**src/rtl/mem_ctrl_pkg.sv**
```systemverilog
// Shared types and constants for the UART-driven status-register controller.
package mem_ctrl_pkg;

    localparam int unsigned BYTE_W = 8;
    localparam int unsigned MEM_W  = 6;
    localparam int unsigned CNT_W  = 16;

    localparam logic [BYTE_W-1:0] CMD_WRITE = 8'hA5;
    localparam logic [BYTE_W-1:0] CMD_READ  = 8'h5A;

    typedef enum logic [1:0] {
        IDLE     = 2'd0,
        WAIT_PAY = 2'd1,
        TX_RESP  = 2'd2
    } state_t;

endpackage

```
**src/rtl/mem_ctrl_if.sv**
```systemverilog
// Byte stream, response stream and status-register write bus around mem_ctrl.
interface mem_ctrl_if;
    import mem_ctrl_pkg::*;

    logic [BYTE_W-1:0] in_rx_data;
    logic              in_rx_valid;
    logic [MEM_W-1:0]  in_mem;
    logic [BYTE_W-1:0] out_uart;
    logic              out_uart_en;
    logic              out_key;
    logic              out_key_en;
    logic [BYTE_W-1:0] out_tx_data;
    logic              out_tx_valid;
    logic              in_tx_ready;

    // Host/environment side: supplies bytes, register value and tx ready.
    modport master (
        output in_rx_data, in_rx_valid, in_mem, in_tx_ready,
        input  out_uart, out_uart_en, out_key, out_key_en, out_tx_data, out_tx_valid
    );

    // Controller side.
    modport slave (
        input  in_rx_data, in_rx_valid, in_mem, in_tx_ready,
        output out_uart, out_uart_en, out_key, out_key_en, out_tx_data, out_tx_valid
    );

endinterface

```
**src/rtl/mem_ctrl_key_debounce.sv**
```systemverilog
// Two-flop synchronizer followed by a stable-time debouncer for a push button.
module key_debounce
    import mem_ctrl_pkg::*;
#(
    parameter int unsigned DEB_CYCLES = 16
) (
    input  logic in_clk,
    input  logic in_rst_n,
    input  logic in_key_raw,
    output logic out_level,
    output logic out_change
);

    logic             sync1;
    logic             sync2;
    logic [CNT_W-1:0] cnt;

    // Bring the asynchronous level into the clock domain.
    always_ff @(posedge in_clk or negedge in_rst_n) begin
        if (!in_rst_n) begin
            sync1 <= 1'b0;
            sync2 <= 1'b0;
        end else begin
            sync1 <= in_key_raw;
            sync2 <= sync1;
        end
    end

    // Accept a new level only after it has held for DEB_CYCLES clocks; any bounce restarts.
    always_ff @(posedge in_clk or negedge in_rst_n) begin
        if (!in_rst_n) begin
            cnt        <= '0;
            out_level  <= 1'b0;
            out_change <= 1'b0;
        end else begin
            out_change <= 1'b0;
            if (sync2 != out_level) begin
                if (cnt == CNT_W'(DEB_CYCLES - 1)) begin
                    out_level  <= sync2;
                    out_change <= 1'b1;
                    cnt        <= '0;
                end else begin
                    cnt <= cnt + CNT_W'(1);
                end
            end else begin
                cnt <= '0;
            end
        end
    end

endmodule

```
**src/rtl/mem_ctrl.sv**
```systemverilog
// UART command decoder writing a status register, plus debounced key writes.
module mem_ctrl
    import mem_ctrl_pkg::*;
#(
    parameter int unsigned DEB_CYCLES     = 16,
    parameter int unsigned TIMEOUT_CYCLES = 1000
) (
    input  logic           in_clk,
    input  logic           in_rst_n,
    input  logic           in_key_raw,
    mem_ctrl_if.slave      bus,
    output logic           out_err
);

    state_t            state;
    logic [CNT_W-1:0]  to_cnt;
    logic [BYTE_W-1:0] uart_q;
    logic              uart_en_q;
    logic              key_q;
    logic              key_en_q;
    logic [BYTE_W-1:0] tx_data_q;
    logic              tx_valid_q;
    logic              key_pend;
    logic              deb_level;
    logic              deb_change;
    logic              key_req;
    logic              uart_wr;

    key_debounce #(.DEB_CYCLES(DEB_CYCLES)) u_deb (
        .in_clk     (in_clk),
        .in_rst_n   (in_rst_n),
        .in_key_raw (in_key_raw),
        .out_level  (deb_level),
        .out_change (deb_change)
    );

    assign key_req = deb_change | key_pend;
    assign uart_wr = (state == WAIT_PAY) && bus.in_rx_valid;

    assign bus.out_uart     = uart_q;
    assign bus.out_uart_en  = uart_en_q;
    assign bus.out_key      = key_q;
    assign bus.out_key_en   = key_en_q;
    assign bus.out_tx_data  = tx_data_q;
    assign bus.out_tx_valid = tx_valid_q;

    // Command FSM and key-write arbitration; a UART write always takes the slot first.
    always_ff @(posedge in_clk or negedge in_rst_n) begin
        if (!in_rst_n) begin
            state      <= IDLE;
            to_cnt     <= '0;
            uart_q     <= '0;
            uart_en_q  <= 1'b0;
            key_q      <= 1'b0;
            key_en_q   <= 1'b0;
            tx_data_q  <= '0;
            tx_valid_q <= 1'b0;
            key_pend   <= 1'b0;
            out_err    <= 1'b0;
        end else begin
            uart_en_q <= 1'b0;
            key_en_q  <= 1'b0;
            case (state)
                IDLE: begin
                    if (bus.in_rx_valid) begin
                        if (bus.in_rx_data == CMD_WRITE) begin
                            state   <= WAIT_PAY;
                            to_cnt  <= '0;
                            out_err <= 1'b0;
                        end else if (bus.in_rx_data == CMD_READ) begin
                            tx_data_q  <= {2'b00, bus.in_mem};
                            tx_valid_q <= 1'b1;
                            state      <= TX_RESP;
                            out_err    <= 1'b0;
                        end else begin
                            out_err <= 1'b1;
                        end
                    end
                end
                WAIT_PAY: begin
                    if (bus.in_rx_valid) begin
                        uart_q    <= bus.in_rx_data;
                        uart_en_q <= 1'b1;
                        state     <= IDLE;
                    end else if (to_cnt == CNT_W'(TIMEOUT_CYCLES - 1)) begin
                        out_err <= 1'b1;
                        state   <= IDLE;
                    end else begin
                        to_cnt <= to_cnt + CNT_W'(1);
                    end
                end
                TX_RESP: begin
                    if (bus.in_rx_valid) begin
                        out_err <= 1'b1;
                    end
                    if (bus.in_tx_ready) begin
                        tx_valid_q <= 1'b0;
                        state      <= IDLE;
                    end
                end
                default: state <= IDLE;
            endcase

            if (key_req) begin
                if (uart_wr) begin
                    key_pend <= 1'b1;
                end else begin
                    key_en_q <= 1'b1;
                    key_q    <= deb_level;
                    key_pend <= 1'b0;
                end
            end
        end
    end

endmodule

```
**src/flat_wrapper.sv**
```systemverilog
// flat-port wrapper written by rule: the top's interface ports become plain ports
module mem_ctrl_flat import mem_ctrl_pkg::*;
#(
    parameter int unsigned DEB_CYCLES     = 16,
    parameter int unsigned TIMEOUT_CYCLES = 1000
)
  (in_clk, in_rst_n, in_key_raw, out_err, bus_in_rx_data, bus_in_rx_valid, bus_in_mem, bus_in_tx_ready, bus_out_uart, bus_out_uart_en, bus_out_key, bus_out_key_en, bus_out_tx_data, bus_out_tx_valid);
  mem_ctrl_if bus_i ();
  input  logic in_clk;
  input  logic in_rst_n;
  input  logic in_key_raw;
  output logic out_err;
  input wire logic [$bits(bus_i.in_rx_data)-1:0] bus_in_rx_data;
  input wire logic [$bits(bus_i.in_rx_valid)-1:0] bus_in_rx_valid;
  input wire logic [$bits(bus_i.in_mem)-1:0] bus_in_mem;
  input wire logic [$bits(bus_i.in_tx_ready)-1:0] bus_in_tx_ready;
  output wire logic [$bits(bus_i.out_uart)-1:0] bus_out_uart;
  output wire logic [$bits(bus_i.out_uart_en)-1:0] bus_out_uart_en;
  output wire logic [$bits(bus_i.out_key)-1:0] bus_out_key;
  output wire logic [$bits(bus_i.out_key_en)-1:0] bus_out_key_en;
  output wire logic [$bits(bus_i.out_tx_data)-1:0] bus_out_tx_data;
  output wire logic [$bits(bus_i.out_tx_valid)-1:0] bus_out_tx_valid;
  assign bus_i.in_rx_data = bus_in_rx_data;
  assign bus_i.in_rx_valid = bus_in_rx_valid;
  assign bus_i.in_mem = bus_in_mem;
  assign bus_i.in_tx_ready = bus_in_tx_ready;
  assign bus_out_uart = bus_i.out_uart;
  assign bus_out_uart_en = bus_i.out_uart_en;
  assign bus_out_key = bus_i.out_key;
  assign bus_out_key_en = bus_i.out_key_en;
  assign bus_out_tx_data = bus_i.out_tx_data;
  assign bus_out_tx_valid = bus_i.out_tx_valid;
  mem_ctrl #(.DEB_CYCLES(DEB_CYCLES), .TIMEOUT_CYCLES(TIMEOUT_CYCLES)) u_core (.in_clk(in_clk), .in_rst_n(in_rst_n), .in_key_raw(in_key_raw), .bus(bus_i), .out_err(out_err));
endmodule
```
**config.mk**
```make
export PLATFORM = sky130hd
export DESIGN_NAME = mem_ctrl_flat
export DESIGN_NICKNAME = d
export VERILOG_FILES = /design/src/rtl/mem_ctrl_pkg.sv /design/src/rtl/mem_ctrl_if.sv /design/src/rtl/mem_ctrl_key_debounce.sv /design/src/rtl/mem_ctrl.sv /design/src/flat_wrapper.sv
export SDC_FILE = /design/constraint.sdc
export NUM_CORES = 1
export LEC_CHECK = 0
export ABC_CLOCK_PERIOD_IN_PS = 1970
export CAP_MARGIN = 20
export CORE_UTILIZATION = 49
export CTS_BUF_LIST = sky130_fd_sc_hd__clkbuf_8 sky130_fd_sc_hd__clkbuf_16
export DETAILED_ROUTE_END_ITERATION = 8
export MAX_ROUTING_LAYER = met4
export PLACE_DENSITY = 0.75
export SLEW_MARGIN = 20
export SYNTH_ARGS = -nofsm -noshare
export SYNTH_HDL_FRONTEND = slang
export SYNTH_HIERARCHICAL = 1
export SYNTH_SLANG_ARGS = --single-unit
```
**constraint.sdc**
```tcl
create_clock -name in_clk -period 1.97 [get_ports in_clk]
set_clock_uncertainty 0.1 [all_clocks]
set_input_delay 0.394 -clock in_clk [delete_from_list [all_inputs] [get_ports in_clk]]
set_output_delay 0.394 -clock in_clk [all_outputs]
set_load 0.02 [all_outputs]
```
Word level (Yosys, flattened, before mapping)
Cells that the tools add are included.
W data, S select, Z words.
{ "classes": {"n_addsub": 2, "eq_ne": 18, "n_mux": 33, "bitwise": 3, "reduce_logical": 13} }
{ "ops": {"columns": ["cell", "n"], "rows": [
  ["$mux W16", 6],
  ["$add A16 B1 Y16 const B", 2],
  ["$pmux W16 S2", 1],
  ["$mux W1", 17],
  ["$eq A16 B10 Y1 const B", 1],
  ["$eq A16 B4 Y1 const B", 1],
  ["$reduce_and A5 Y1", 3],
  ["$ne A2 B2 Y1 const B", 7],
  ["$mux W2", 6],
  ["$eq A8 B7 Y1 const B", 1],
  ["$eq A8 B8 Y1 const B", 1],
  ["$reduce_and A4 Y1", 2],
  ["$pmux W2 S3", 1],
  ["$reduce_and A2 Y1", 3],
  ["$ne A2 B1 Y1 const B", 2],
  ["$reduce_bool A2 Y1", 2],
  ["$ne A3 B1 Y1 const B", 1],
  ["$ne A3 B3 Y1 const B", 1],
  ["$pmux W1 S3", 1],
  ["$reduce_bool A3 Y1", 1],
  ["$eq A2 B1 Y1 const B", 1],
  ["$eq A2 B2 Y1 const B", 1],
  ["$logic_not A2 Y1", 1],
  ["$not A1 Y1", 2],
  ["4 further kinds", 4]
]} }
{ "word_totals": {"regBits": 58, "inputBits": 19, "output_inout_bits": 21} }

Logic depth before layout (Yosys ltp)
Gate-level depths: netlist of the first run.
{ "depth": {"depth_word": 5, "depth_mapped": 7} }

By module
The synthesis of the first run kept the hierarchy.
{ "by_module_without_submodules": {"columns": ["mod", "n_inst", "cells_each", "area_each_um2"], "rows": [
  ["mem_ctrl", 1, 191, 2024.4],
  ["key_debounce", 1, 85, 920.9]
]} }

Least setup slack after synthesis of the first run
OpenSTA, ideal clock, no wires.
{ "synth_path": {"kind": "register to register", "from": "register u_core.to_cnt[3]", "to": "register u_core.out_err", "setup_time_ns": 0.131, "arrival_ns": 1.961, "required_time_ns": 1.739, "path_slack_ns": -0.222, "stages_incl_launch_ff": 7, "synth_period_minus_slack_ns": 2.192, "path_cell_list": "dfrtp_1 buf_6 or4_4 o41a_1 buf_6 o31ai_4 o41ai_2"} }
{ "synth_between": {"elab_chain_cells": 3} }
{ "synth_rtl": {"columns": ["element", "line_no", "text"], "rows": [
  ["start: declaration", "mem_ctrl.sv:16", "logic [CNT_W-1:0] to_cnt;"],
  ["start signal: assignment", "mem_ctrl.sv:89", "to_cnt <= to_cnt + CNT_W'(1);"],
  ["$eq A16 B10 Y1", "mem_ctrl.sv:85", "end else if (to_cnt == CNT_W'(TIMEOUT_CYCLES - 1)) begin"],
  ["$ne A2 B2 Y1 (no line)", null, null],
  ["$reduce_and A5 Y1 (no line)", null, null],
  ["end signal: assignment", "mem_ctrl.sv:76", "out_err <= 1'b1;"],
  ["end signal: assignment", "mem_ctrl.sv:86", "out_err <= 1'b1;"],
  ["end signal: assignment", "mem_ctrl.sv:94", "out_err <= 1'b1;"],
  ["end: declaration", "mem_ctrl.sv:12", "output logic out_err"]
]} }
No other way between the ends.
A chain may end at the register's enable or synchronous reset.

Worst setup path in the final report of the first run
{ "layout_path": {"from": "register u_core.to_cnt[13]", "to": "register u_core.to_cnt[0]"} }
{ "layout_between": {"elab_chain_cells": 3} }
{ "layout_rtl": {"columns": ["element", "line_no"], "rows": [
  ["$eq A16 B10 Y1", "mem_ctrl.sv:85"],
  ["$ne A2 B2 Y1 (no line)", null],
  ["$reduce_and A5 Y1 (no line)", null]
]} }
No other way between the ends.

==> results.toml, run 1 <==
[run_status]
status = "finished with violations"
failed_checks = "setup timing"

[cts]
path_clk_slew_ps = 60
clockBufferDepth = 2
cts_root_buf = "clkbuf_8"
cts_tree = "done"
clock-sinks = 58
htreeDepth = 3
cts_made_buffers = 9
insertion_delay_ps = 340

[hold_path]
min_to = "u_core/u_deb/sync2"
holdPathStages = 0
hp-class = "register to register"
worstHoldStart = "u_core/u_deb/sync1"

[timing]
whs_ps = 255.5
hold_viol = 0
fin_tns_setup_ps = -2104
fin_crit_sh = 1.087
maxSlewViolCount = 0
fin_ws_ps = -170.4
fmax_ghz = 0.4672
rsz0062_at_grt = "yes"
finalSetupViolCount = 19
fin_crit_ps = 2140

[die]
die_x_um = 79.53
start_util = 0.5221
fp-row-count = 27
dieHeight_um = 79.53
num_io_pins = 40
core_um2 = 5642
die-area_um2 = 6325

[setup_path]
arrival_ps = 2320
reg2reg_depth = 5
slowest_stage = "or4_4"
timing.rr.end = "u_core/to_cnt[0]"
r2r-start = "u_core/to_cnt[13]"
crit_path_max_fanout = 8
path_cells = "or4_4, o41a_1, buf_6, a21boi_4, mux2_4"
crit_path_end_kind = "register"
start_kind = "register"
cpPeakStageDelay_ps = 540
regToRegSetupSlack_ps = -170
path_class = "register to register"
worstPathRequired_ps = 2150

[synth]
yosys.area.top_type = "dfrtp_1"
synth-edff-count = 0
synth_common_cells = "58 x dfrtp_1, 28 x nor2_1, 17 x mux2_2, 17 x nand2_1, 13 x nand3_1"
ys_dominant_reg_cell = "dfrtp_1"
seq_area_frac_synth = 0.4928
avgSynthCellArea_um2 = 10.67
yosys_warnings = 6
synthDistinctLibCells = 50
async_flop_share = 1.000
synth-seq-cells = 58
synth_most_common_cell = "dfrtp_1"
synth.area.top_cells = "dfrtp_1 49%, mux2_2 6.5%, nor2_1 3.6%"
syn-cell-area_um2 = 2945
netlist.area_leader.share = 0.4928
synthCells = 276

[layout]
multi_input_area_um2 = 1488
nNetsFinal = 398
nFillCells = 389
drive_gt1_frac = 0.2865
areaGrowthSynthToFinish_pct = 38.49
seqCellArea_um2 = 1451
antenna_cells = 0

[power_and_ir_drop]
share_seq_of_total_power = 0.424
p_int_mw = 2.364
pwr-share-clk = 0.317
p_sw_frac = 0.2896
power_density_nw_per_um2 = 816.0
power.net_switching_mw = 0.9641
leakage_nw = 1.800
pwr-share-comb = 0.259
ir_drop_mv = 0.6599

[drt]
drtPass1Iterations = 5
viasPerCell = 5.795
drtIter0Drc = 214
wl_per_cell_um = 15.95
route.detailed.drc = 0
route.vias.total = 2602
finalWirelength_um = 7161
ant_nets = 0

[placed_design]
place.gp.congestion = 0.9093
port_buffers = 37
dpl.hpwl_um = 4968

[global_route]
grtUsageTotal = 0.2591
grt_pass1_wl_um = 12020
antenna_found_initial = 0
grt_max_degree = 25
grt_pass1_vias = 2542
grt-ovfl-total = 0

[flow_run]
max_cap_violations = 0
==> power by group through the flow <==
stage / registers, mW / logic (mW) / clock network [mW]
floorplan: 1.54 / 0.291 / 0
detailed placement: 1.43 / 0.801 / 0
global placement: 1.42 / 0.790 / 0
finish: 1.41 / 0.863 / 1.05
global route: 1.43 / 0.921 / 1.13
CTS: 1.41 / 0.832 / 1.07
==> per-layer routing <==
metal  track usage  vias to the layer above  part of all wire
li1              -                     1212                 -
met1        0.3229                     1268              0.42
met2        0.4137                      103              0.50
met3       0.05829                       19             0.056
met4       0.09455                        0             0.020
met5             -                        -                 0
==> layout make-up <==
cell class,instances,area share
well taps,72,0.02209
repair buffers,94,0.2009
clock inverters,5,0.01166
inverters,12,0.01104
flip-flops and latches,58,0.3558
multi-input cells,198,0.3647
clock buffers,10,0.03374
==> registers in the layout, indices dropped and copies added (netlist names) <==
| signal | cells |
|---|---|
| u_core/u_deb/sync1 | 1 |
| u_core/bus.out_uart_en | 1 |
| u_core/key_pend | 1 |
| u_core/u_deb/out_change | 1 |
| u_core/bus.out_uart | 8 |
| u_core/u_deb/cnt | 16 |
| u_core/bus.out_tx_valid | 1 |
| u_core/bus.out_key | 1 |
| u_core/bus.out_tx_data | 6 |
| u_core/bus.out_key_en | 1 |
| u_core/to_cnt | 16 |
| u_core/state | 2 |
| u_core/out_err | 1 |
| u_core/u_deb/sync2 | 1 |
| u_core/u_deb/out_level | 1 |
==> stage by stage <==
step | cells | area [um^2] | total power, mW | util | setup WS [ps]
6_report | 449 | 4079 | 3.329 | 0.7230 | -170.4
5_1_grt | 449 | 4079 | 3.473 | 0.7230 | -245.3
4_1_cts | 447 | 4019 | 3.312 | 0.7124 | -185.6
3_5_place_dp | 426 | 3742 | 2.229 | 0.6633 | -359.5
3_3_place_gp | 426 | 3742 | 2.208 | 0.6633 | -295.6
2_1_floorplan | 277 | 2967 | 1.835 | - | -72.63
==> cell usage in the layout (no fill, tap or decap), types with 2 or more instances in the layout <==
master           netlist  layout
buf_4                  3      52
nor3_1                12      12
mux2_2                17      16
o21ai_0                7       4
nand2b_1               2       2
a21o_1                 2       2
nand4_1               10      10
nor2_1                28      26
a41oi_2                0       2
a31oi_1                8       6
and4_1                 3       3
clkinv_2               0       2
nor4_2                 2       2
clkbuf_8               0      10
or4_1                  3       2
a21oi_1                5       5
nor2_2                 2       3
buf_6                  2       3
a31oi_4                0       2
and2_1                 2       2
nor4bb_1               4       4
and3_1                 3       3
o21ai_1                1       2
nand2_1               17      17
or4_4                  1       2
nor4_1                 8       8
a221o_1                3       3
clkdlybuf4s50_1        0      36
a211o_1                2       2
inv_1                 12      14
xor2_1                 3       3
conb_1                 1       2
dfrtp_1               58      58
xnor2_1               12      12
nand3_1               13      12
ha_1                   6       6
==> critical path: cells and delay by family, from the launching register on <==
family	cells	cell delay (ps)
simple gates	1	540
compound gates	2	690
buf+inv	1	160
flops	1	380
mux	1	210
==> kinds of logic after synthesis <==
logic type	count (synthesis)	share of synthesized area
muxes	17	0.06499
buffers and inverters	21	0.03568
xor gates and xnor gates	15	0.04461
other	1	0.001273
and+or+nand+nor	115	0.2162
adders and majority gates	6	0.02549
DFF	58	0.4928
AOI/OAI and AO/OA	43	0.1190
==> worst max path at each step <==
stage	endpoint	start	slack, ps	depth (start not counted)
after floorplan	u_core/out_err	u_core/to_cnt[15]	-70	5
after global placement	u_core/to_cnt[15]	bus_in_rx_data[7]	-300	5
after detailed placement	u_core/to_cnt[0]	u_core/to_cnt[15]	-360	4
after CTS	u_core/to_cnt[15]	u_core/to_cnt[13]	-190	5
after global routing	u_core/to_cnt[0]	u_core/to_cnt[3]	-250	5
final	u_core/to_cnt[0]	u_core/to_cnt[13]	-170	5
==> timing repair <==
action                                 CTS  global route
cloned                                   0             0
resized for setup                       11             6
endpoints found under the hold margin   16             0
pin swaps                               12             8
hold buffers                             1             0
setup endpoints to repair               19            19
setup buffers                            5             2
No activity file was read; power rests on OpenSTA's default activity.
==> inputs of run 2 (changes only) <==
--- a/config.mk
+++ b/config.mk
@@ -5,13 +5,13 @@
 export SDC_FILE = /design/constraint.sdc
 export NUM_CORES = 1
 export LEC_CHECK = 0
-export ABC_CLOCK_PERIOD_IN_PS = 1970
+export ABC_AREA = 1
 export CAP_MARGIN = 20
 export CORE_UTILIZATION = 49
 export CTS_BUF_LIST = sky130_fd_sc_hd__clkbuf_8 sky130_fd_sc_hd__clkbuf_16
 export DETAILED_ROUTE_END_ITERATION = 8
 export MAX_ROUTING_LAYER = met4
-export PLACE_DENSITY = 0.75
+export PLACE_DENSITY = 0.74
 export SLEW_MARGIN = 20
 export SYNTH_ARGS = -nofsm -noshare
 export SYNTH_HDL_FRONTEND = slang
==> run 2 against run 1 <==
  * The flow now finishes without violations
  * Sequential power decreased by 3%
  * Flip-flop and latch count is the same
  * Total power up 2.8%
  * Cell count increased by 28%
  * First-iteration DRC count down 46%
  * Via count up 8.8%
  * Critical path type is now register to output port
  * Largest power group unchanged
==> results.toml, run 2 <==
[timing]
whs_ps = 266.7
rsz0062_at_grt = "no"
hold_viol = 0
maxSlewViolCount = 0
finalSetupViolCount = 0
fmax_ghz = 0.5521
fin_tns_setup_ps = 0
fin_crit_ps = 1811
fin_crit_sh = 0.9194

[die]
start_util = 0.5116
die-area_um2 = 6997
core_um2 = 6386
dieHeight_um = 83.65
num_io_pins = 40
fp-row-count = 29
die_x_um = 83.65

[setup_path]
cpPeakStageDelay_ps = 630
arrival_ps = 1320
path_cells = "clkdlybuf4s50_1"
critical-path-top-delay-family = "buffers and inverters"
path_class = "register to output port"
crit_path_max_fanout = 2
r2r-start = "u_core/state[0]"
crit_path_end_kind = "output port"
start_kind = "register"
regToRegSetupSlack_ps = 240
reg2reg_depth = 9
critPathBufInv = 1
timing.rr.end = "u_core/to_cnt[15]"
worstPathRequired_ps = 1480
slowest_stage = "clkdlybuf4s50_1"

[power_and_ir_drop]
pwr-share-comb = 0.199
power.net_switching_mw = 0.9635
p_sw_frac = 0.2815
power_density_nw_per_um2 = 850.8
pwr-share-clk = 0.400
share_seq_of_total_power = 0.400
total_power_mw = 3.422
ir_drop_mv = 0.7554
leakage_nw = 1.913
p_int_mw = 2.459

[placed_design]
dpl_cell_area_um2 = 3764
port_buffers = 37
dpl.hpwl_um = 4814
place.gp.congestion = 0.8767

[layout]
final_common_cell = "nand2_1"
layout_common_cells = "135 x nand2_1, 66 x nor2_1, 58 x dfrtp_1"
drive_gt1_frac = 0.1331
antenna_cells = 0
final_area_um2 = 4023
areaGrowthSynthToFinish_pct = 23.13
nNetsFinal = 516

[drt]
wl_per_cell_um = 11.21
route.detailed.drc = 0
ant_nets = 0
route.vias.total = 2831
drtPass1Iterations = 4
viasPerCell = 4.941
drtIter0Drc = 115
finalWirelength_um = 6422

[cts]
clockBufferDepth = 2
clock-sinks = 58
cts_resized = 0
cts_made_buffers = 9
cts_tree = "done"
htreeDepth = 3
path_clk_slew_ps = 80
insertion_delay_ps = 340
cts_root_buf = "clkbuf_8"

[hold_path]
hp-class = "register to register"
holdPathStages = 0
min_to = "u_core/u_deb/sync2"
worstHoldStart = "u_core/u_deb/sync1"

[synth]
synthCells = 440
async_flop_share = 1.000
avgSynthCellArea_um2 = 7.425
seq_area_frac_synth = 0.4443
synth_most_common_cell = "nand2_1"
syn-cell-area_um2 = 3267
yosys.area.top_type = "dfrtp_1"
synth_common_cells = "135 x nand2_1, 66 x nor2_1, 58 x dfrtp_1, 47 x inv_1, 28 x nand3_1"
synth-seq-cells = 58
synth-edff-count = 0
synth.area.top_cells = "dfrtp_1 44%, nand2_1 16%, nor2_1 7.6%"
yosys_warnings = 6
netlist.area_leader.share = 0.4443
synthDistinctLibCells = 31
ys_dominant_reg_cell = "dfrtp_1"

[global_route]
grt_max_degree = 30
grtUsageTotal = 0.2147
antenna_found_initial = 0
grt_pass1_wl_um = 11820
grt-ovfl-total = 0
grt_pass1_vias = 2818

[flow_run]
max_cap_violations = 0

[run_status]
status = "finished clean"
==> run 2: cell types whose count changed in the layout (fill, tap and decap cells not counted), sizes merged, moves of 16 or more <==
| cell | before | now |
|---|---|---|
| nand3 | 13 | 29 |
| inv | 14 | 55 |
| mux2 | 17 | 0 |
| buf | 57 | 9 |
| nor2 | 30 | 74 |
| nand2 | 17 | 155 |
==> run 2: layer usage <==
layer / up-vias / routed length (um) / share of wire / GRT usage
met4: 0 / 86 / 0.013 / 0.08629
met1: 1298 / 3028 / 0.47 / 0.2643
met2: 59 / 3016 / 0.47 / 0.3370
li1: 1464 / - / - / -
met5: - / 0 / 0 / -
met3: 10 / 291 / 0.045 / 0.05737
==> run 2: layout make-up <==
cell class              instances  area [um^2]
fillers                       549         2364
clock buffers                   9        123.9
flip-flops and latches         58         1451
inverters                      55        211.5
multi-input cells             321         1554
clock inverters                 7        125.1
well taps                      77        96.34
repair buffers                 46        460.4
==> run 2: worst max-delay path by stage <==
| stage | from | endpoint | slack, ps | cells past startpoint |
|---|---|---|---|---|
| 4_1_cts | u_core/bus.out_tx_valid | bus_out_tx_valid | 150 | 1 |
| 3_5_place_dp | bus_in_rx_data[5] | u_core/to_cnt[15] | -30 | 9 |
| 5_1_grt | u_core/to_cnt[0] | u_core/to_cnt[8] | 110 | 9 |
| 6_report | u_core/bus.out_uart[3] | bus_out_uart[3] | 160 | 1 |
| 2_1_floorplan | u_core/state[0] | u_core/to_cnt[9] | 330 | 12 |
| 3_3_place_gp | bus_in_rx_data[5] | u_core/to_cnt[3] | 30 | 9 |
==> run 2: timing repair <==
item | CTS | global route
buffers inserted | 0 | 0
hold buffers | 1 | 0
hold endpoints to repair | 16 | 0
setup endpoints to repair | 0 | 0
==> run 2: cells by family after synthesis <==
| group | Yosys count | share of synthesized area |
|---|---|---|
| buffers and inverters | 62 | 0.08119 |
| adders and majority gates | 6 | 0.02298 |
| DFF | 58 | 0.4443 |
| AOI/OAI and AO/OA | 24 | 0.03753 |
| other | 1 | 0.001148 |
| xor gates and xnor gates | 11 | 0.02949 |
| and+or+nand+nor | 278 | 0.3834 |
==> run 2: per-stage QoR <==
stage / instances / worst slack, ps / util
2_1_floorplan: 441 / 333.1 / -
3_3_place_gp: 556 / 25.05 / 0.5893
3_5_place_dp: 556 / -33.87 / 0.5893
4_1_cts: 573 / 147.0 / 0.6299
5_1_grt: 573 / 107.7 / 0.6299
6_report: 573 / 158.9 / 0.6299
==> run 2: power groups by stage <==
stage               logic, mW  registers (mW)  clock network [mW]
floorplan               0.242            1.51                   0
CTS                     0.691            1.37                1.40
detailed placement      0.687            1.39                   0
global placement        0.684            1.39                   0
finish                  0.682            1.37                1.37
global route            0.747            1.38                1.44
==> edit 1 (config.mk and constraints of run 2) <==
Set the package constant `CNT_W` to 32 (it was 16).
--- a/src/rtl/mem_ctrl_pkg.sv
+++ b/src/rtl/mem_ctrl_pkg.sv
@@ -3,7 +3,7 @@
 
     localparam int unsigned BYTE_W = 8;
     localparam int unsigned MEM_W  = 6;
-    localparam int unsigned CNT_W  = 16;
+    localparam int unsigned CNT_W  = 32;
 
     localparam logic [BYTE_W-1:0] CMD_WRITE = 8'hA5;
     localparam logic [BYTE_W-1:0] CMD_READ  = 8'h5A;
Function: same outputs for any inputs over 10 cycles, from zero or initial values and one cycle with in_rst_n low; that may be too few to reach the edited logic, so the function may still have changed.
==> edit 1 against run 2 <==
  * Total power increased by 29%
  * Global-route usage increased by 2.3 points
  * Area after synthesis increased by 76%
  * Cell area increased by 69%
  * Worst setup slack got worse by 45 ps
  * Wire length increased by 110%
  * Maximum frequency decreased by 2.4%
  * Sequential cell count increased by 32
==> edit 1: results (changes against run 2) <==
Run status:
- Result of the run: complete, no violations (unchanged).

Power and ir drop:
- The static leakage is 3.13 nW (was 1.91 nW).
- The proportion of total power due to net switching is 28.0% (was 28.2%).
- The power attributed to sequential cells came to 2.00 mW (was 1.37 mW).
- The highest ir drop seen on vdd is 766 uV (was 755 uV).
- The total combinational power is 0.731 mW (was 0.682 mW).

Route:
- The wire length after detailed routing is 13.2 mm (was 6.42 mm).
- The average via count per standard cell came to 4.96 (was 4.94).
- The DRC violation count after routing is 0 (unchanged).
- The detailed-routing iteration count for the pre-antenna-repair pass is 5 (was 4).

Placement:
- The standard cell area after detailed placement is 6470 sq um (was 3760 sq um).
- The final weighted congestion of routability-driven global placement is 0.962 (was 0.877).
- The estimated wirelength of the detail-placed design is 9.96 mm (was 4.81 mm).
- The post-placement worst setup slack came to -128 ps (was -33.9 ps).
- The placed instance count is 1067 (was 556).

Worst setup path:
- The first element of the critical path is u_core/to_cnt[8]$_DFFE_PN0P_ (was u_core/bus.out_uart[3]$_DFFE_PN0P_).
- The data arrival time of the worst path is 2050 ps (was 1320 ps).
- The largest fanout on the critical path was 6 (was 2).
- The worst flop-to-flop path endpoint is u_core/to_cnt[16]$_DFFE_PN0P_ (was u_core/to_cnt[15]$_DFFE_PN0P_).
- The cell count of the worst reg-to-reg path was 10 (was 9).

Logic synthesis:
- The most frequently used flop master after synthesis was sky130_fd_sc_hd__dfrtp_1 (unchanged).
- Top post-synthesis cells by count: sky130_fd_sc_hd__nand2_1, sky130_fd_sc_hd__nor2_1, sky130_fd_sc_hd__dfrtp_1, sky130_fd_sc_hd__inv_1, sky130_fd_sc_hd__nand3_1 (was sky130_fd_sc_hd__nand2_1, sky130_fd_sc_hd__nor2_1, sky130_fd_sc_hd__dfrtp_1).
- The number of distinct library cells after synthesis is 30 (was 31).
- The number of cells produced by synthesis is 871 (was 440).
- The complex-gate fraction of the synthesized area is 2.42% (was 3.75%).
- Cell types with the largest area share after synthesis: sky130_fd_sc_hd__dfrtp_1, sky130_fd_sc_hd__nand2_1, sky130_fd_sc_hd__nor2_1 (unchanged).
- The post-synthesis share of cell area spent on full adders, half adders and majority gates is 1.31% (was 2.30%).

Global routing:
- The largest net degree at the start of global routing is 34 (was 30).
- The overall routing resource usage was 23.8% (was 21.5%).
- The via count of the first global-routing pass was 4806 (was 2818).
- The wire length of the first global-routing pass came to 21.7 mm (was 11.8 mm).

Timing:
- The worst hold margin is 250 ps (was 267 ps).

Clocking:
- The library cell used as clock root buffer is sky130_fd_sc_hd__clkbuf_16 (was sky130_fd_sc_hd__clkbuf_8).

Cells and area:
- The net total in the final layout is 962 (was 516).
[edit 1: worst max path at each step]
stage / endpoint / slack [ps] / cells after the start
6_report: u_core/to_cnt[16]$_DFFE_PN0P_ / 110 / 10
3_3_place_gp: u_core/to_cnt[19]$_DFFE_PN0P_ / -90 / 9
3_5_place_dp: u_core/to_cnt[4]$_DFFE_PN0P_ / -130 / 9
5_1_grt: u_core/to_cnt[16]$_DFFE_PN0P_ / 10 / 10
4_1_cts: u_core/to_cnt[11]$_DFFE_PN0P_ / 110 / 9
2_1_floorplan: u_core/to_cnt[26]$_DFFE_PN0P_ / 170 / 9
[edit 1: routing by layer]
metal  part of all wire, %  vias up  GRT usage [%]  routed length, um
met3                   4.5       26           4.00                590
met2                    47      135           38.8               6220
li1                      -     2792              -                  -
met4                   2.4        0           9.87                323
met5                     0        -              -                  0
met1                    46     2429           29.4               6090
[edit 1: critical path, stage by stage, from the launching register on]
cell and delay [ps]:
sky130_fd_sc_hd__dfrtp_1 450, sky130_fd_sc_hd__nand2_1 170, sky130_fd_sc_hd__nor2_1 260, sky130_fd_sc_hd__nand2_1 130, sky130_fd_sc_hd__nor2_4 250, sky130_fd_sc_hd__nand2_1 110
sky130_fd_sc_hd__nand2_1 80, sky130_fd_sc_hd__nand2_1 50, sky130_fd_sc_hd__nor2_1 90, sky130_fd_sc_hd__nand2_1 60, sky130_fd_sc_hd__nand2_1 50
[edit 1: layout make-up]
cell class	count	area, sq um
fill	1096	4620
multi-input combinational	673	3080
sequential	90	2250
timing repair buffer	71	658
inverter	92	347
clock buffer	10	239
tap	143	179
clock inverter	6	48.8
[edit 1: repair_timing]
action	CTS	global route
hold buffers	1	0
pin swaps	0	1
resized for setup	1	5
setup buffers	0	1
hold endpoints to repair	26	0
gates cloned	0	0
endpoints found under the setup margin	25	15
==> edit 2 (flow settings as in run 2) <==
Made on the original files. Add an input register stage for `in_key_raw`, cleared by the reset; this delays it by one clock. The other inputs are not delayed to match.
--- a/src/rtl/mem_ctrl.sv
+++ b/src/rtl/mem_ctrl.sv
@@ -11,6 +11,16 @@
     mem_ctrl_if.slave      bus,
     output logic           out_err
 );
+
+    logic in_key_raw_q;
+
+    always_ff @(posedge in_clk or negedge in_rst_n) begin
+        if (!in_rst_n) begin
+            in_key_raw_q <= '0;
+        end else begin
+            in_key_raw_q <= in_key_raw;
+        end
+    end
 
     state_t            state;
     logic [CNT_W-1:0]  to_cnt;
@@ -29,7 +39,7 @@
     key_debounce #(.DEB_CYCLES(DEB_CYCLES)) u_deb (
         .in_clk     (in_clk),
         .in_rst_n   (in_rst_n),
-        .in_key_raw (in_key_raw),
+        .in_key_raw (in_key_raw_q),
         .out_level  (deb_level),
         .out_change (deb_change)
     );
Check against the original RTL: same outputs for any inputs over 10 cycles, from zero or initial values and one cycle with in_rst_n low; that may be too few to reach the edited logic, so the function may still have changed.
==> edit 2 against run 2 <==
  * Cell area down 1.4%
  * Worst setup slack better by 4.7 ps
  * Wire length up 1.5%
  * Area after synthesis down 0.50%
  * Sequential cell count up 1
  * Via count down 1.4%
  * Critical endpoint is now bus_out_uart[7]
  * Largest cell class unchanged
Power is not compared: it rests on default switching activity, and its combinational part moved more than twofold at a synthesized area within 25%.
==> edit 2: results (changes against run 2) <==
Run status:
- Result of the run: complete, no violations (unchanged).

Route:
- The number of violations reported at the end of detailed-routing iteration 0 was 135 (was 115).
- The average via count per standard cell came to 4.91 (was 4.94).
- The detailed-routing iteration count for the pre-antenna-repair pass is 4 (unchanged).
- The per-cell routed wire length is 11.5 um (was 11.2 um).

Placement:
- The final weighted congestion of routability-driven global placement is 0.880 (was 0.877).
- The standard cell area after detailed placement is 3730 sq um (was 3760 sq um).
- The estimated wirelength of the detail-placed design was 4.73 mm (was 4.81 mm).
- The post-placement worst setup slack is -11.0 ps (was -33.9 ps).
- The placed instance count is 550 (was 556).

Global routing:
- The via count of the first global-routing pass is 2759 (was 2818).
- The wire length of the first global-routing pass was 11.7 mm (was 11.8 mm).
- The overall routing resource usage was 21.4% (was 21.5%).
- The largest net degree at the start of global routing is 45 (was 30).
- The number of antenna violations at the first check in global routing was 0 (unchanged).

Logic synthesis:
- Cell types with the largest area share after synthesis: sky130_fd_sc_hd__dfrtp_1, sky130_fd_sc_hd__nand2_1, sky130_fd_sc_hd__nor2_1 (unchanged).
- Top post-synthesis cells by count: sky130_fd_sc_hd__nand2_1, sky130_fd_sc_hd__nor2_1, sky130_fd_sc_hd__dfrtp_1 (unchanged).
- The number of cells produced by synthesis was 437 (was 440).
- The number of distinct library cells after synthesis is 29 (was 31).
- The count of warnings emitted by yosys was 6 (unchanged).
- The proportion of synthesized chip area in sequential cells is 45.4% (was 44.4%).

Worst setup path:
- The first element of the critical path is u_core/bus.out_uart[7]$_DFFE_PN0P_ (was u_core/bus.out_uart[3]$_DFFE_PN0P_).
- The endpoint of the most critical setup path is bus_out_uart[7] (was bus_out_uart[3]).
- The delay of the slowest cell on the worst path is ~620 ps.
- The worst reg2reg path startpoint is u_core/state[0]$_DFFE_PN0P_ (unchanged).
- The setup slack on the worst flop-to-flop path is 190 ps (was 240 ps).
- The worst flop-to-flop path endpoint is u_core/to_cnt[0]$_DFFE_PN0P_ (was u_core/to_cnt[15]$_DFFE_PN0P_).

Cells and area:
- The net total in the final layout is 512 (was 516).
- The share of post-route cells with drive strength above 1 is 12.0% (was 13.3%).
- The number of fillers in the final layout is 554 (was 549).
- The count of non-filler cells in the finished layout is 569 (was 573).

Timing:
- The minimum period implied by the final worst setup slack came to 1810 ps (about the same).
- The worst hold margin is 257 ps (was 267 ps).

Power and ir drop:
- IR analysis of the VDD net gives a maximum drop of around 400 uV.
-- edit 2: cell count changes after synthesis, moves of 3 or more --
cell | run 2 | this run
sky130_fd_sc_hd__nand2_1 | 135 | 146
sky130_fd_sc_hd__o21ai_2 | 0 | 4
sky130_fd_sc_hd__nand3_1 | 28 | 22
sky130_fd_sc_hd__nor2_4 | 0 | 3
sky130_fd_sc_hd__nand4_1 | 11 | 8
sky130_fd_sc_hd__xnor2_1 | 3 | 7
sky130_fd_sc_hd__o21ai_1 | 10 | 4
sky130_fd_sc_hd__inv_1 | 47 | 52
sky130_fd_sc_hd__nand2_2 | 17 | 10
-- edit 2: logic make-up after synthesis --
group	after synthesis	share of synthesized area (%)
xor gates and xnor gates	13	3.50
AOI/OAI and AO/OA	24	4.58
DFF	59	45.4
adders and majority gates	6	2.31
and+or+nand+nor	270	36.0
other	1	0.115
buffers and inverters	64	8.04
-- edit 2: metal layers --
layer	vias up	global-route usage (%)	share of wire, %
met3	13	4.45	3.6
met2	53	34.2	49
met4	0	10.0	1.8
met5	-	-	0
li1	1436	-	-
met1	1290	26.1	46
-- edit 2: timing repair --
item	in CTS	in global routing
endpoints found under the setup margin	0	9
endpoints found under the hold margin	15	0
setup buffers	0	2
hold buffers	1	0
gates resized for setup	0	1
-- edit 2: where the power goes --
part	internal [mW]	switching, mW
combinational	0.113	0.147
sequential	1.24	0.0206
clock	0.618	0.500
-- edit 2: final cells by class --
class	instances	area [sq um]	share of cell area [%]
Sequential cell	59	1480	37.2
Clock buffer	10	138	3.47
Timing Repair Buffer	46	460	11.6
Tap cell	77	96.3	2.43
Multi-Input combinational cell	315	1520	38.3
Clock inverter	6	65.1	1.64
Inverter	56	210	5.30
